$ cat src/rtl/figure_pkg.sv
// Shared constants and types for the figure motion sequencer: screen geometry, figure sizes,
// reset positions, sequencer state codes and the 11-bit coordinate type.
package figure_pkg;

    typedef logic [10:0] coord_t;

    localparam int H_RES = 640;
    localparam int V_RES = 480;
    localparam int STEP  = 4;
    localparam int SQ_W  = 125;
    localparam int SQ_H  = 125;
    localparam int RC_W  = 180;
    localparam int RC_H  = 125;

    localparam coord_t     STEP_C     = coord_t'(STEP);
    localparam logic [9:0] VBLANK_TOP = 10'(V_RES);

    // Largest legal top-left coordinate for each figure on each axis.
    localparam coord_t SQ_X_MAX = coord_t'(H_RES - SQ_W);
    localparam coord_t SQ_Y_MAX = coord_t'(V_RES - SQ_H);
    localparam coord_t RC_X_MAX = coord_t'(H_RES - RC_W);
    localparam coord_t RC_Y_MAX = coord_t'(V_RES - RC_H);

    localparam logic [9:0] SQ_X0 = 10'd255;
    localparam logic [9:0] SQ_Y0 = 10'd18;
    localparam logic [9:0] RC_X0 = 10'd230;
    localparam logic [9:0] RC_Y0 = 10'd178;

    localparam logic [1:0] ARMED = 2'd0;
    localparam logic [1:0] APPLY = 2'd1;
    localparam logic [1:0] WAIT  = 2'd2;

    typedef struct packed {
        logic sel;
        logic rt;
        logic lf;
        logic dn;
        logic up;
    } req_t;

endpackage

$ cat src/rtl/fig_axis_step.sv
// One-axis position update: steps pos by STEP toward inc/dec and keeps it inside [0, limit].
// Define FIGURE_WRAP_EN to wrap around at the edges instead of clamping.
module fig_axis_step
    import figure_pkg::*;
(
    input  coord_t     pos,
    input  logic       inc,
    input  logic       dec,
    input  coord_t     limit,
    output logic [9:0] next
);

    coord_t up_pos;
    assign up_pos = pos + STEP_C;

    always_comb begin
        // NOTE: default assignment first so every path drives next and no latch is inferred.
        next = pos[9:0];
        if (inc && !dec) begin
            if (up_pos > limit) begin
`ifdef FIGURE_WRAP_EN
                next = '0;
`else
                next = limit[9:0];
`endif
            end else begin
                next = up_pos[9:0];
            end
        end else if (dec && !inc) begin
            if (pos < STEP_C) begin
`ifdef FIGURE_WRAP_EN
                next = limit[9:0];
`else
                next = '0;
`endif
            end else begin
                next = 10'(pos - STEP_C);
            end
        end
    end

endmodule

$ cat src/rtl/figure_motion_ctrl.sv
// Moves the selected figure once per frame, at the first blanking line, from sticky button requests.
// Edge behaviour (clamp vs. wrap) follows FIGURE_WRAP_EN inside fig_axis_step.
module figure_motion_ctrl
    import figure_pkg::*;
(
    input  logic       clk,
    input  logic       reset,
    input  logic [9:0] HCount,
    input  logic [9:0] VCount,
    input  logic       btn_up,
    input  logic       btn_down,
    input  logic       btn_left,
    input  logic       btn_right,
    input  logic       btn_sel,
    output logic       sel,
    output logic [9:0] sq_x,
    output logic [9:0] sq_y,
    output logic [9:0] rc_x,
    output logic [9:0] rc_y,
    output logic       frame_tick
);

    logic [1:0] state;
    req_t       pend;
    req_t       btn_now;
    logic       apply;
    logic [9:0] sq_x_nx, sq_y_nx, rc_x_nx, rc_y_nx;

    assign btn_now    = '{sel: btn_sel, rt: btn_right, lf: btn_left, dn: btn_down, up: btn_up};
    assign apply      = (state == APPLY);
    assign frame_tick = apply;

    // Only the currently selected figure sees the requests; sel is the pre-toggle value.
    fig_axis_step u_sq_x (.pos({1'b0, sq_x}), .inc(pend.rt & ~sel), .dec(pend.lf & ~sel),
                          .limit(SQ_X_MAX), .next(sq_x_nx));
    fig_axis_step u_sq_y (.pos({1'b0, sq_y}), .inc(pend.dn & ~sel), .dec(pend.up & ~sel),
                          .limit(SQ_Y_MAX), .next(sq_y_nx));
    fig_axis_step u_rc_x (.pos({1'b0, rc_x}), .inc(pend.rt & sel), .dec(pend.lf & sel),
                          .limit(RC_X_MAX), .next(rc_x_nx));
    fig_axis_step u_rc_y (.pos({1'b0, rc_y}), .inc(pend.dn & sel), .dec(pend.up & sel),
                          .limit(RC_Y_MAX), .next(rc_y_nx));

    // NOTE: all state is updated with non-blocking assignments so every flop samples pre-edge values.
    always_ff @(posedge clk) begin
        if (reset) begin
            state <= ARMED;
            pend  <= '0;
            sel   <= 1'b0;
            sq_x  <= SQ_X0;
            sq_y  <= SQ_Y0;
            rc_x  <= RC_X0;
            rc_y  <= RC_Y0;
        end else begin
            // Requests landing in the APPLY cycle survive into the next frame.
            pend <= apply ? btn_now : req_t'(pend | btn_now);

            case (state)
                ARMED:   if (HCount == '0 && VCount == VBLANK_TOP) state <= APPLY;
                APPLY:   state <= WAIT;
                WAIT:    if (VCount == '0) state <= ARMED;
                default: state <= ARMED;
            endcase

            if (apply) begin
                sq_x <= sq_x_nx;
                sq_y <= sq_y_nx;
                rc_x <= rc_x_nx;
                rc_y <= rc_y_nx;
                sel  <= sel ^ pend.sel;
            end
        end
    end

endmodule
$ cat config.mk
export PLATFORM = sky130hd
export DESIGN_NAME = figure_motion_ctrl
export DESIGN_NICKNAME = d
export VERILOG_FILES = /design/src/rtl/figure_pkg.sv /design/src/rtl/fig_axis_step.sv /design/src/rtl/figure_motion_ctrl.sv
export SDC_FILE = /design/constraint.sdc
export NUM_CORES = 1
export LEC_CHECK = 0
export ABC_AREA = 1
export CAP_MARGIN = 25
export CELL_PAD_IN_SITES_DETAIL_PLACEMENT = 1
export CELL_PAD_IN_SITES_GLOBAL_PLACEMENT = 2
export CORE_MARGIN = 2
export CORE_UTILIZATION = 25
export DETAILED_ROUTE_END_ITERATION = 10
export PLACE_DENSITY = 0.72
export SLEW_MARGIN = 20
export SYNTH_ARGS = -nofsm -noshare
export SYNTH_HDL_FRONTEND = slang
export SYNTH_SLANG_ARGS = --single-unit
$ cat constraint.sdc
create_clock -name clk -period 2.7 [get_ports clk]
set_clock_uncertainty 0.2 [all_clocks]
set_input_delay 0.405 -clock clk [delete_from_list [all_inputs] [get_ports clk]]
set_output_delay 0.405 -clock clk [all_outputs]
set_load 0.02 [all_outputs]
==> metrics.log <==
[metrics] run status: complete, no violations
[metrics] wire length of the first global-routing pass: 18300 um
[metrics] pin count of the biggest net entering global routing: 30
[metrics] CP most frequent cell: sky130_fd_sc_hd__inv_1
[metrics] DRT Pass-1 Iters: 4
[metrics] highest-count cells in the layout ignoring fill and taps: sky130_fd_sc_hd__nand2_1, sky130_fd_sc_hd__clkdlybuf4s50_1, sky130_fd_sc_hd__inv_1
[metrics] Syn Inst Count: 553
[metrics] initial antenna violation count: 1
[metrics] top achievable clock speed: 0.428 GHz
[metrics] number of H-tree levels: 2
[metrics] Area growth syn-to-layout: 27.8%
[metrics] share of async-settable or async-resettable flops after synthesis: 0
[metrics] sequence of cells on the critical path: inv_1 > or2_4 > inv_1 > clkdlybuf4s50_1
[metrics] DRC violation count after routing: 0
[metrics] cells resized by post-CTS repair: 0
[metrics] Leak: around 2.0 nW
[metrics] First DRT Iteration DRCs: 93
[metrics] Vias/cell: 4.67
[metrics] number of nets with antenna violations after routing: 0
[metrics] type of the worst min-delay path: reg2reg
[metrics] sort of element at the start of the critical path: register
[metrics] top cells by area, synth: sky130_fd_sc_hd__dfxtp_1, sky130_fd_sc_hd__nand2_1, sky130_fd_sc_hd__inv_1, sky130_fd_sc_hd__nand3_1, sky130_fd_sc_hd__a21oi_1
[metrics] IR drop worst, VDD: approximately 0.00024 V
[metrics] number of buffers and inverters on the critical path: 3
[metrics] flip-flop and latch count after synthesis: 46
[metrics] yosys warns: 0
[metrics] most common cell after layout, fill and taps aside: sky130_fd_sc_hd__nand2_1
[metrics] Core ar.: about 14000 um^2
[metrics] time the final worst path needs with I/O delays and setup: 2.34 ns
[metrics] share of the clock period used by the worst path after layout: 0.866
[metrics] clock latency on the worst-skew pair: 0.29 ns
[metrics] register area: 921 um^2
[metrics] Net Count, Synth: 594
[metrics] sort of element at the end of the critical path: primary output
[metrics] number of top-level design ports: 69
[metrics] number of enable flip-flop cells after synthesis: 0
[metrics] fraction of final layout cells with drive strength greater than 1: 0.0668
[metrics] most frequently used flop master after synthesis: sky130_fd_sc_hd__dfxtp_1
[metrics] PwrDens: 318 nW/um^2
[metrics] category of cells accounting for the largest share of critical-path delay: buffers and inverters
[metrics] Chip Width: 122 um
[metrics] slew at the pin closest to its max-slew limit: 0.656 ns
[metrics] post-CTS clock slew at the launch and capture registers of the worst setup and hold paths: 0.06 ns
[metrics] required time of the worst setup path: 2.10 ns
[metrics] Max Cap Violations: 0
[metrics] Post-Synthesis Cell Area: 3480 um^2
[metrics] post-synth top area cell: sky130_fd_sc_hd__dfxtp_1
[metrics] post-detail-place hpwl: 8590 um
[metrics] total wire length: between 10000 and 15000 um
[metrics] Hold Buf Count CTS: 0
[metrics] effective utilization at floorplan: 0.254
[metrics] data arrival at the endpoint of the critical path: 1.73 ns
[metrics] layout net count: 654
[metrics] accumulated negative setup slack: 0 ns
[metrics] setup repair bufs after CTS: 0
[metrics] vias in the first global route: 3757
[metrics] max incr delay on CP: about 0.63 ns
[metrics] Sinks on Clock Net: 46
[metrics] remaining max-slew budget at the tightest pin: 0.562
[metrics] area share of the largest cell type after synthesis: 0.264
[metrics] cell at the root of the clock tree: sky130_fd_sc_hd__clkbuf_16
[metrics] Layout fillers: 1774
[metrics] total number of vias: 3712
[metrics] WL per Instance: 13.8 um
[metrics] total clock buffers created by CTS: 5
[metrics] Multi-input gate area: 2220 um^2
[metrics] sequential area share after synthesis: 0.264
[metrics] Cell variety after synth: 38
[metrics] DIE AREA: 14900 um^2
[metrics] highest fanout seen on the critical path: 11
[metrics] overflow left after global routing: 0
[metrics] clock tree from TritonCTS: done
[metrics] number of rows in the core area: 43
[metrics] gp weighted congestion: ~0.78
[metrics] number of input and output port buffers inserted: 67
[metrics] non-filler cells, final: 795
[metrics] Die H: 122 um
[metrics] overall routing resource usage: 0.150
[metrics] Slowest-stage cell, CP: sky130_fd_sc_hd__clkdlybuf4s50_1
[metrics] unrepaired setup endpoints after global routing: false
[metrics] Hold Vio Cnt, Final: 0
[metrics] Final setup violation count: 0
[metrics] maximum buffer depth of the clock tree: 2
[metrics] max-slew violation count: 0
[metrics] Mean Syn Cell Area: 6.30 um^2
[metrics] number of cells in the design after placement: 786
[metrics] category of the critical setup timing path: reg2out
## routing by layer
metal  global-route usage  part of all wire
met5                    0                 0
met2                0.263              0.48
met4               0.0280            0.0027
met3               0.0225             0.040
met1                0.195              0.48
## report_power, final
part	total, mW	internal (mW)	switching, mW
sequential	0.687	0.684	0.00390
clock	0.633	0.367	0.266
combinational	0.0959	0.0494	0.0465
total	1.42	1.10	0.317
## synth_stat cells, types with 4 or more instances
cell type / count
sky130_fd_sc_hd__nand2_2: 6
sky130_fd_sc_hd__nand2_1: 153
sky130_fd_sc_hd__a21oi_1: 44
sky130_fd_sc_hd__xor2_1: 21
sky130_fd_sc_hd__ha_1: 14
sky130_fd_sc_hd__nand3_2: 5
sky130_fd_sc_hd__buf_4: 7
sky130_fd_sc_hd__nor4_1: 4
sky130_fd_sc_hd__nand4_1: 14
sky130_fd_sc_hd__dfxtp_1: 46
sky130_fd_sc_hd__nor2_2: 6
sky130_fd_sc_hd__nor3_1: 9
sky130_fd_sc_hd__o21ai_0: 24
sky130_fd_sc_hd__clkbuf_1: 4
sky130_fd_sc_hd__o21ai_1: 6
sky130_fd_sc_hd__inv_1: 64
sky130_fd_sc_hd__nand3_1: 46
sky130_fd_sc_hd__nor2_1: 50
## final cells by class
class                           instances  share of cell area
Clock inverter                          2             0.00281
Inverter                               65              0.0548
Sequential cell                        46               0.207
Antenna cell                            1            0.000562
Timing Repair Buffer                   70               0.156
Tap cell                              180              0.0506
Multi-Input combinational cell        425               0.498
Clock buffer                            6              0.0312
## worst register-to-register path, stage by stage (launching register included)
cell                      delay [ns]
sky130_fd_sc_hd__dfxtp_1        0.49
sky130_fd_sc_hd__inv_1          0.14
sky130_fd_sc_hd__nand2_1        0.08
sky130_fd_sc_hd__ha_1           0.27
sky130_fd_sc_hd__nor2_8         0.18
sky130_fd_sc_hd__inv_1          0.18
sky130_fd_sc_hd__nor2_2         0.31
sky130_fd_sc_hd__inv_1          0.11
sky130_fd_sc_hd__o21ai_0        0.10
sky130_fd_sc_hd__a31oi_1        0.10
## cells by family after synthesis
kind of cell | after synthesis | synth area share
simple gates | 304 | 0.400
compound gates | 83 | 0.127
buf+inv | 82 | 0.0995
flops | 46 | 0.264
xor+xnor | 23 | 0.0578
fa+ha+maj | 14 | 0.0503
other cells | 1 | 0.00108
## final timing paths
check | startpoint | endpoint | slack (ns) | cells past startpoint
max | state[0]$_SDFFE_PP0P_ | frame_tick | 0.36 | 4
min | pend[4]$_SDFF_PP0_ | sel$_SDFFE_PP0P_ | 0.28 | 2
max reg2reg | sel$_SDFFE_PP0P_ | sq_y[6]$_SDFFE_PP0P_ | 0.41 | 9
min reg2reg | pend[4]$_SDFF_PP0_ | sel$_SDFFE_PP0P_ | 0.28 | 2
## per-stage QoR
stage               setup slack (ns)  total power, mW  instance area (um^2)  hold slack (ns)  utilization
global route                   0.186             1.48                  4450            0.315        0.324
finish                         0.362             1.42                  4450            0.282        0.325
global placement               0.466            0.799                  4300            0.274        0.313
CTS                            0.328             1.44                  4450            0.289        0.324
floorplan                      0.550            0.746                  3480            0.254            -
detailed placement             0.428            0.800                  4300            0.276        0.313
## sequential cells by signal, summed over array words and instances (netlist names)
name / cells
rc_x: 9
sq_x: 9
state: 2
pend: 5
sel: 1
rc_y: 10
sq_y: 10
Power figures use the tool's default switching activity.
